[config.mk]
export PLATFORM = sky130hd
export DESIGN_NAME = issue_ctrl
export DESIGN_NICKNAME = d
export VERILOG_FILES = /design/src/rtl/defines_pkg.sv /design/src/rtl/issue_scoreboard.sv /design/src/rtl/issue_ctrl.sv
export SDC_FILE = /design/constraint.sdc
export NUM_CORES = 2
export LEC_CHECK = 0
export ABC_AREA = 0
export CORE_ASPECT_RATIO = 0.7
export CORE_MARGIN = 8
export CORE_UTILIZATION = 45
export CTS_CLUSTER_SIZE = 16
export DETAILED_ROUTE_END_ITERATION = 12
export SETUP_SLACK_MARGIN = 0.15
export SLEW_MARGIN = 15
export SYNTH_ARGS = -nofsm -noshare
export SYNTH_HDL_FRONTEND = slang
export SYNTH_SLANG_ARGS = --single-unit
[constraint.sdc]
create_clock -name clk -period 33.8 [get_ports clk]
set_input_delay 3.38 -clock clk [delete_from_list [all_inputs] [get_ports clk]]
set_output_delay 3.38 -clock clk [all_outputs]
set_load 0.05 [all_outputs]
[src/rtl/defines_pkg.sv]
// Shared types for the SPU dual-issue scheduler.
//   opcode_t        decoded opcodes, including the even-pipe NOP and odd-pipe LNOP
//   pipe_t          execution pipe select (PIPE_EVEN = 0, PIPE_ODD = 1)
//   reg_addr_t      architectural register address
//   issue_bundle_t  everything an issue port carries for one instruction
//   idle_bundle()   the filler bundle a pipe receives when nothing issues to it
package defines_pkg;

  localparam int REG_AW  = 7;
  localparam int INSTR_W = 32;

  typedef enum logic [7:0] {
    NOP   = 8'h00,
    LNOP  = 8'h01,
    ADD   = 8'h10,
    FA    = 8'h11,
    MPY   = 8'h12,
    SHUFB = 8'h20,
    LQD   = 8'h21,
    STQD  = 8'h22,
    BR    = 8'h23
  } opcode_t;

  typedef enum logic {
    PIPE_EVEN = 1'b0,
    PIPE_ODD  = 1'b1
  } pipe_t;

  typedef logic [0:REG_AW-1] reg_addr_t;

  typedef struct packed {
    opcode_t              opcode;
    logic [0:INSTR_W-1]   instr;
    reg_addr_t            ra;
    reg_addr_t            rb;
    reg_addr_t            rc;
    reg_addr_t            rt;
  } issue_bundle_t;

  // NOP on the even pipe, LNOP on the odd pipe, every other field zero.
  function automatic issue_bundle_t idle_bundle(input pipe_t pipe);
    issue_bundle_t b;
    b        = '0;
    b.opcode = (pipe == PIPE_ODD) ? LNOP : NOP;
    return b;
  endfunction

endpackage

[src/rtl/issue_scoreboard.sv]
// Per-register latency scoreboard.
// Each entry holds the number of further cycles a dependent instruction
// must wait; a register is busy while its entry is nonzero.
//   clk, rst        clock, asynchronous active-high reset
//   flush           clears every entry at the next edge
//   wr_en/addr/lat  two load ports (slot 0, slot 1) for accepted writers
//   src_addr/busy   six source lookups (ra/rb/rc of slot 0, then of slot 1)
//   rt_addr/busy    two destination lookups (slot 0, slot 1)
module issue_scoreboard
  import defines_pkg::*;
#(
  parameter int NUM_REGS = 128,
  parameter int LAT_WD   = 3
) (
  input  logic                   clk,
  input  logic                   rst,
  input  logic                   flush,
  input  logic [0:1]             wr_en,
  input  reg_addr_t [0:1]        wr_addr,
  input  logic [0:1][0:LAT_WD-1] wr_lat,
  input  reg_addr_t [0:5]        src_addr,
  output logic [0:5]             src_busy,
  input  reg_addr_t [0:1]        rt_addr,
  output logic [0:1]             rt_busy
);

  logic [LAT_WD-1:0] cnt [NUM_REGS];
  logic [LAT_WD-1:0] load_val [2];

  // A producer accepted in cycle T with latency L lets its consumer issue in
  // cycle T+L. The entry is first visible in cycle T+1, so it is loaded with
  // L-1: the consumer then sees L-1 busy cycles. Latency 0 is treated as 1.
  always_comb begin
    for (int w = 0; w < 2; w++) begin
      load_val[w] = (wr_lat[w] == '0) ? '0 : wr_lat[w] - LAT_WD'(1);
    end
  end

  // NOTE: the counters are architectural state whose stale contents would
  // create false hazards after reset, so unlike a data RAM every entry is
  // cleared by the asynchronous reset.
  always_ff @(posedge clk or posedge rst) begin
    if (rst) begin
      for (int i = 0; i < NUM_REGS; i++) cnt[i] <= '0;
    end else if (flush) begin
      for (int i = 0; i < NUM_REGS; i++) cnt[i] <= '0;
    end else begin
      for (int i = 0; i < NUM_REGS; i++) begin
        // Both writers never target the same rt (pairing forbids it), so
        // the priority between them is arbitrary; a load beats the decrement.
        if (wr_en[1] && wr_addr[1] == REG_AW'(i)) begin
          cnt[i] <= load_val[1];
        end else if (wr_en[0] && wr_addr[0] == REG_AW'(i)) begin
          cnt[i] <= load_val[0];
        end else if (cnt[i] != '0) begin
          cnt[i] <= cnt[i] - LAT_WD'(1);
        end
      end
    end
  end

  always_comb begin
    for (int s = 0; s < 6; s++) src_busy[s] = (cnt[src_addr[s]] != '0);
    for (int t = 0; t < 2; t++) rt_busy[t]  = (cnt[rt_addr[t]] != '0);
  end

endmodule

[src/rtl/issue_ctrl.sv]
// Dual-issue scheduler between decode and the SPU even/odd pipes.
// Accepts zero, one or two decoded instructions per cycle in program order,
// subject to scoreboard (RAW/WAW) hazards and intra-pair conflicts, and
// registers them onto the even and odd issue ports.
//   clk, rst                 clock, asynchronous active-high reset
//   in_valid                 per-slot valid, slot 0 is older
//   in_opcode/in_instr       decoded opcode and raw word per slot
//   in_pipe                  per-slot target pipe (0 even, 1 odd)
//   in_ra/rb/rc/rt_addr      per-slot register addresses
//   in_src_used              per-slot ra/rb/rc read flags
//   in_wr_rt, in_lat         per-slot rt write flag and result latency
//   flush                    branch-mispredict flush
//   accept                   slots consumed this cycle (combinational)
//   *_ep / *_op              registered even / odd issue ports
//   stall_cnt                saturating count of stalled slot-0 cycles
module issue_ctrl
  import defines_pkg::*;
#(
  parameter int NUM_REGS = 128,
  parameter int LAT_WD   = 3
) (
  input  logic                   clk,
  input  logic                   rst,
  input  logic [0:1]             in_valid,
  input  opcode_t [0:1]          in_opcode,
  input  logic [0:1][0:31]       in_instr,
  input  logic [0:1]             in_pipe,
  input  logic [0:1][0:6]        in_ra_addr,
  input  logic [0:1][0:6]        in_rb_addr,
  input  logic [0:1][0:6]        in_rc_addr,
  input  logic [0:1][0:6]        in_rt_addr,
  input  logic [0:1][0:2]        in_src_used,
  input  logic [0:1]             in_wr_rt,
  input  logic [0:1][0:LAT_WD-1] in_lat,
  input  logic                   flush,
  output logic [0:1]             accept,
  output opcode_t                opcode_ep,
  output opcode_t                opcode_op,
  output logic [0:31]            instr_ep,
  output logic [0:31]            instr_op,
  output logic [0:6]             ra_addr_ep,
  output logic [0:6]             rb_addr_ep,
  output logic [0:6]             rc_addr_ep,
  output logic [0:6]             rt_addr_ep,
  output logic [0:6]             ra_addr_op,
  output logic [0:6]             rb_addr_op,
  output logic [0:6]             rc_addr_op,
  output logic [0:6]             rt_addr_op,
  output logic [0:31]            stall_cnt
);

  logic [0:5]    src_busy;
  logic [0:1]    rt_busy;
  logic [0:1]    sb_wr_en;
  logic [0:1]    hazard;
  logic          raw_pair;
  logic          waw_pair;
  logic          acc0;
  logic          acc1;
  issue_bundle_t slot [2];
  issue_bundle_t nxt_ep;
  issue_bundle_t nxt_op;
  issue_bundle_t iss_ep;
  issue_bundle_t iss_op;

  issue_scoreboard #(
    .NUM_REGS (NUM_REGS),
    .LAT_WD   (LAT_WD)
  ) u_scoreboard (
    .clk      (clk),
    .rst      (rst),
    .flush    (flush),
    .wr_en    (sb_wr_en),
    .wr_addr  (in_rt_addr),
    .wr_lat   (in_lat),
    .src_addr ({in_ra_addr[0], in_rb_addr[0], in_rc_addr[0],
                in_ra_addr[1], in_rb_addr[1], in_rc_addr[1]}),
    .src_busy (src_busy),
    .rt_addr  (in_rt_addr),
    .rt_busy  (rt_busy)
  );

  // Scoreboard hazard per slot: a used source or the written rt is busy.
  always_comb begin
    for (int s = 0; s < 2; s++) begin
      hazard[s] = (in_src_used[s][0] & src_busy[3*s])
                | (in_src_used[s][1] & src_busy[3*s+1])
                | (in_src_used[s][2] & src_busy[3*s+2])
                | (in_wr_rt[s] & rt_busy[s]);
    end
  end

  // Intra-pair conflicts: slot 1 reading or rewriting slot 0's destination.
  assign raw_pair = in_wr_rt[0] &
                    ((in_src_used[1][0] & (in_ra_addr[1] == in_rt_addr[0])) |
                     (in_src_used[1][1] & (in_rb_addr[1] == in_rt_addr[0])) |
                     (in_src_used[1][2] & (in_rc_addr[1] == in_rt_addr[0])));
  assign waw_pair = in_wr_rt[0] & in_wr_rt[1] & (in_rt_addr[1] == in_rt_addr[0]);

  // Slot 1 can only go with slot 0, so in_valid = 01 is never accepted.
  assign acc0 = in_valid[0] & ~hazard[0] & ~flush;
  assign acc1 = acc0 & in_valid[1] & (in_pipe[1] != in_pipe[0]) &
                ~hazard[1] & ~raw_pair & ~waw_pair;

  assign accept   = 2'(acc0) + 2'(acc1);
  assign sb_wr_en = {acc0 & in_wr_rt[0], acc1 & in_wr_rt[1]};

  always_comb begin
    for (int s = 0; s < 2; s++) begin
      slot[s].opcode = in_opcode[s];
      slot[s].instr  = in_instr[s];
      slot[s].ra     = in_ra_addr[s];
      slot[s].rb     = in_rb_addr[s];
      slot[s].rc     = in_rc_addr[s];
      slot[s].rt     = in_rt_addr[s];
    end
  end

  // NOTE: every always_comb output gets a default before any condition, so
  // no path leaves it unassigned and no latch is inferred.
  always_comb begin
    nxt_ep = idle_bundle(PIPE_EVEN);
    nxt_op = idle_bundle(PIPE_ODD);
    if (acc0) begin
      if (in_pipe[0] == PIPE_ODD) nxt_op = slot[0];
      else                        nxt_ep = slot[0];
    end
    // acc1 implies the pipes differ, so this never overwrites slot 0.
    if (acc1) begin
      if (in_pipe[1] == PIPE_ODD) nxt_op = slot[1];
      else                        nxt_ep = slot[1];
    end
  end

  // NOTE: registered state uses non-blocking assignments only, so every
  // flop samples the pre-edge values regardless of block ordering.
  always_ff @(posedge clk or posedge rst) begin
    if (rst) begin
      iss_ep <= idle_bundle(PIPE_EVEN);
      iss_op <= idle_bundle(PIPE_ODD);
    end else begin
      iss_ep <= nxt_ep;
      iss_op <= nxt_op;
    end
  end

  // accept = 0 with a valid slot 0 is exactly !acc0; flush cycles are not stalls.
  always_ff @(posedge clk or posedge rst) begin
    if (rst) begin
      stall_cnt <= '0;
    end else if (in_valid[0] && !acc0 && !flush && stall_cnt != '1) begin
      stall_cnt <= stall_cnt + 32'd1;
    end
  end

  assign opcode_ep  = iss_ep.opcode;
  assign instr_ep   = iss_ep.instr;
  assign ra_addr_ep = iss_ep.ra;
  assign rb_addr_ep = iss_ep.rb;
  assign rc_addr_ep = iss_ep.rc;
  assign rt_addr_ep = iss_ep.rt;
  assign opcode_op  = iss_op.opcode;
  assign instr_op   = iss_op.instr;
  assign ra_addr_op = iss_op.ra;
  assign rb_addr_op = iss_op.rb;
  assign rc_addr_op = iss_op.rc;
  assign rt_addr_op = iss_op.rt;

endmodule

==> metrics.cfg <==
[sta]
tightest_slew_ns = 1.50
relSlewSlack_pct = -0.371
setup_viol_count_final = 0
hold_violations = 0
maxSlewViolCount = 5
fin_ws_ns = 21.55
finalSetupTns_ns = 0
period_share_pct = 36.2
rsz0062_at_grt = false
fmax_mhz = 81.6
period_minus_slack_ns = 12.25
fin_skew_ns = 0.0392

[detailed_routing]
via_per_inst = 7.49
postRouteAntennaNets = 0
vias = 57500
wl_per_cell_um = 42.2
drtIter0Drc = 10500
wirelength_um = 324000
drc = 0
drtPass1Iterations = 9

[critical_path]
worstSetupEndpointType = primary output
r2r_end = u_scoreboard.cnt[78]
worst-path-max-fanout = 48
crit_path_end = accept[0]
cpPeakStageDelay_ns = 0.80
slowest_stage = clkdlybuf4s50_1
worst_setup_path_start_kind = input port
critical_path_required_ns = 30.42
worstReg2RegStart = u_scoreboard.cnt[235]
cp_data_arrival_time_ns = 8.87
ff2ff_path_depth = 14
path_cells = clkdlybuf4s50_1 > buf_4 > clkinv_1 > mux2i_1 > nand4_1 > o311ai_0 > a311oi_1 > a211oi_1 > nand2_8 > nor2_1 > ha_1 > clkdlybuf4s50_1
crit_cells = 12
worst_path_most_repeated_cell = clkdlybuf4s50_1
crit_type = input port to primary output
crit_start = in_ra_addr[9]
cpLargestDelayFamily = buffers and inverters
path_buf_inv = 4
r2r_slack_ns = 27.16

[power]
ir_drop_v = 0.0000555
switching_share_pct = 50.4
p_clk_share_pct = 14.1
seqPwrFrac_pct = 27.0
leakage_uw = 0.0240
p_int_uw = 2520
switching_power_uw = 2570
pwr_density_cell_nw_per_um2 = 83.6
combPwrFrac_pct = 58.9

[placed_design]
gp_congestion = 1.12
place_ws_ns = 21.75
dp_hpwl_um = 234000
dp.cells = 7561
port-buffer-count = 326
dpl_cell_area_um2 = 58800

[synth]
synth_top_cell_area_share_pct = 25.4
synth_area_um2 = 54300
ys_types = 89
syn_nets = 6396
synth_seq_cells = 552
synth_edf_count = 0
yosysTopAreaCell = dfrtp_1
synth_flop_cell = dfrtp_1
yosysWarnings = 0
synth_cells = 5977
synth.avg_cell_area_um2 = 9.09
ys_seq_area_share_pct = 25.4
synthTopCellsByArea = dfrtp_1, mux4_2, mux2i_1
ys_async_sr_fraction_pct = 100

[grt]
met3_usage_pct = 25.0
grt_use_total_pct = 46.7
grt_pass1_vias = 52200
antenna_found_initial = 31
grt_pass1_wl_um = 441000
grt-busiest-layer = met1
grtUsageMet1_pct = 63.9
use_met2_pct = 59.3
grt_start_max_net_pins = 156
grt-ovfl-total = 0

[die]
start_util_pct = 45.4
rows = 106
die_w_um = 431
fp.dieH_um = 307
core_um2 = 120000
ioPinCount = 327
fp.dieArea_um2 = 132000

[finish]
final_cells = 7685
syn_to_final_growth_pct = 12.1
drive_gt1_share_pct = 16.4
nets = 6423
final_cell_area_um2 = 60900
nFillCells = 11100

[run]
maxCapViolCount = 1

[clock_network]
cts_resized = 0
cts_num_sinks = 552
cts_buffer_depth = 3
clock_latency_ns = 0.72
cts_tree = yes
root_buffer = clkbuf_16
cts-buffers-inserted = 61
post-cts-setup-buffers = 0
htreeDepth = 2
cts-hold-fix-buffers = 0
path_clk_slew_ns = 0.06

[min_path]
hp-class = flop to flop

[status]
status = finished, violations left
violations = capacitance limit, slew limit

## routing by layer
layer	vias to the layer above	share of wire [%]
li1	22700	-
met1	28700	39
met2	5167	37
met3	998	18
met4	26	6.1
met5	-	0.053
## cell usage in the layout (no fill, tap or decap), drive strengths merged, types with 27 or more instances in the layout
master,synthesis,layout
a2111oi,41,41
a211oi,138,138
a21oi,376,376
a22o,150,150
a22oi,27,27
a311oi,33,33
a31oi,135,135
a32o,28,28
and2,75,75
and3,61,61
buf,211,212
clkbuf,335,80
clkdlybuf4s50,0,298
dfrtp,551,551
ha,262,262
inv,426,432
mux2,146,146
mux2i,402,402
mux4,322,322
nand2,331,331
nand3,80,80
nand4,101,101
nor2,575,575
nor3,294,294
nor4,183,183
o21ai,120,120
o21bai,35,35
o22ai,76,76
or3,45,45
xnor2,38,38
## cells in the mapped netlist, types with 27 or more instances
cell type / instances
clkbuf_1: 335
nor4_2: 91
nor2_1: 574
o21bai_1: 35
mux4_2: 322
xnor2_1: 38
mux2_2: 143
nor4_1: 67
nor3_1: 292
a22o_1: 150
and3_1: 61
dfrtp_1: 551
nand2_1: 330
nand3_1: 80
inv_1: 420
mux2i_1: 402
a22oi_1: 27
a311oi_1: 33
o22ai_1: 76
a32o_1: 28
buf_2: 122
o21ai_0: 115
buf_1: 54
a31oi_1: 135
or3_1: 45
and2_1: 74
a211oi_1: 138
a21oi_1: 376
a2111oi_0: 41
ha_1: 262
nand4_1: 86
## power by group through the flow
stage	clock, uW	combinational (uW)	sequential, uW
2_1_floorplan	0	2040	1100
3_5_place_dp	0	2840	1320
5_1_grt	748	3200	1360
6_report	719	3000	1380
4_1_cts	723	2860	1310
3_3_place_gp	0	2810	1320
## cell type report
type	instances	area, um2	area share, %
Antenna cell	11	27.5	0.0452
Sequential cell	552	13800	22.7
Inverter	431	1640	2.69
Multi-Input combinational cell	4448	36700	60.3
Timing Repair Buffer	510	4590	7.54
Clock inverter	33	379	0.623
Tap cell	1620	2030	3.33
Clock buffer	80	1680	2.76
## registers in the layout, indices dropped and copies added (netlist names)
register          flops
rt_addr_op            7
rb_addr_op            7
rc_addr_op            7
stall_cnt            32
ra_addr_ep            7
ra_addr_op            7
rb_addr_ep            7
u_scoreboard.cnt    384
instr_op             32
opcode_ep             8
opcode_op             8
rc_addr_ep            7
rt_addr_ep            7
instr_ep             32
## worst min-delay path by stage
stage	endpoint	slack [ns]	depth (start not counted)	from
final	stall_cnt[19]	0.49	1	stall_cnt[19]
after global routing	stall_cnt[12]	0.51	1	stall_cnt[12]
after global placement	stall_cnt[15]	0.47	1	stall_cnt[15]
after floorplan	u_scoreboard.cnt[362]	0.53	2	u_scoreboard.cnt[362]
after detailed placement	stall_cnt[19]	0.48	1	stall_cnt[19]
after CTS	stall_cnt[19]	0.49	1	stall_cnt[19]
## metrics by stage
stage	hold WS (ns)	util (%)	power (uW)
after floorplan	0.529	-	3140
after global placement	0.475	49.1	4130
after detailed placement	0.480	49.1	4170
after CTS	0.493	50.9	4900
after global routing	0.506	50.9	5300
final	0.488	50.9	5090
## cells by family after synthesis
family | Yosys count | synth area share [%]
compound gates | 1362 | 17.1
mux | 870 | 23.8
buf+inv | 977 | 7.40
simple gates | 1894 | 19.2
fa+ha+maj | 262 | 6.03
xor+xnor | 60 | 0.967
flops | 552 | 25.4
Power figures use the tool's default switching activity.
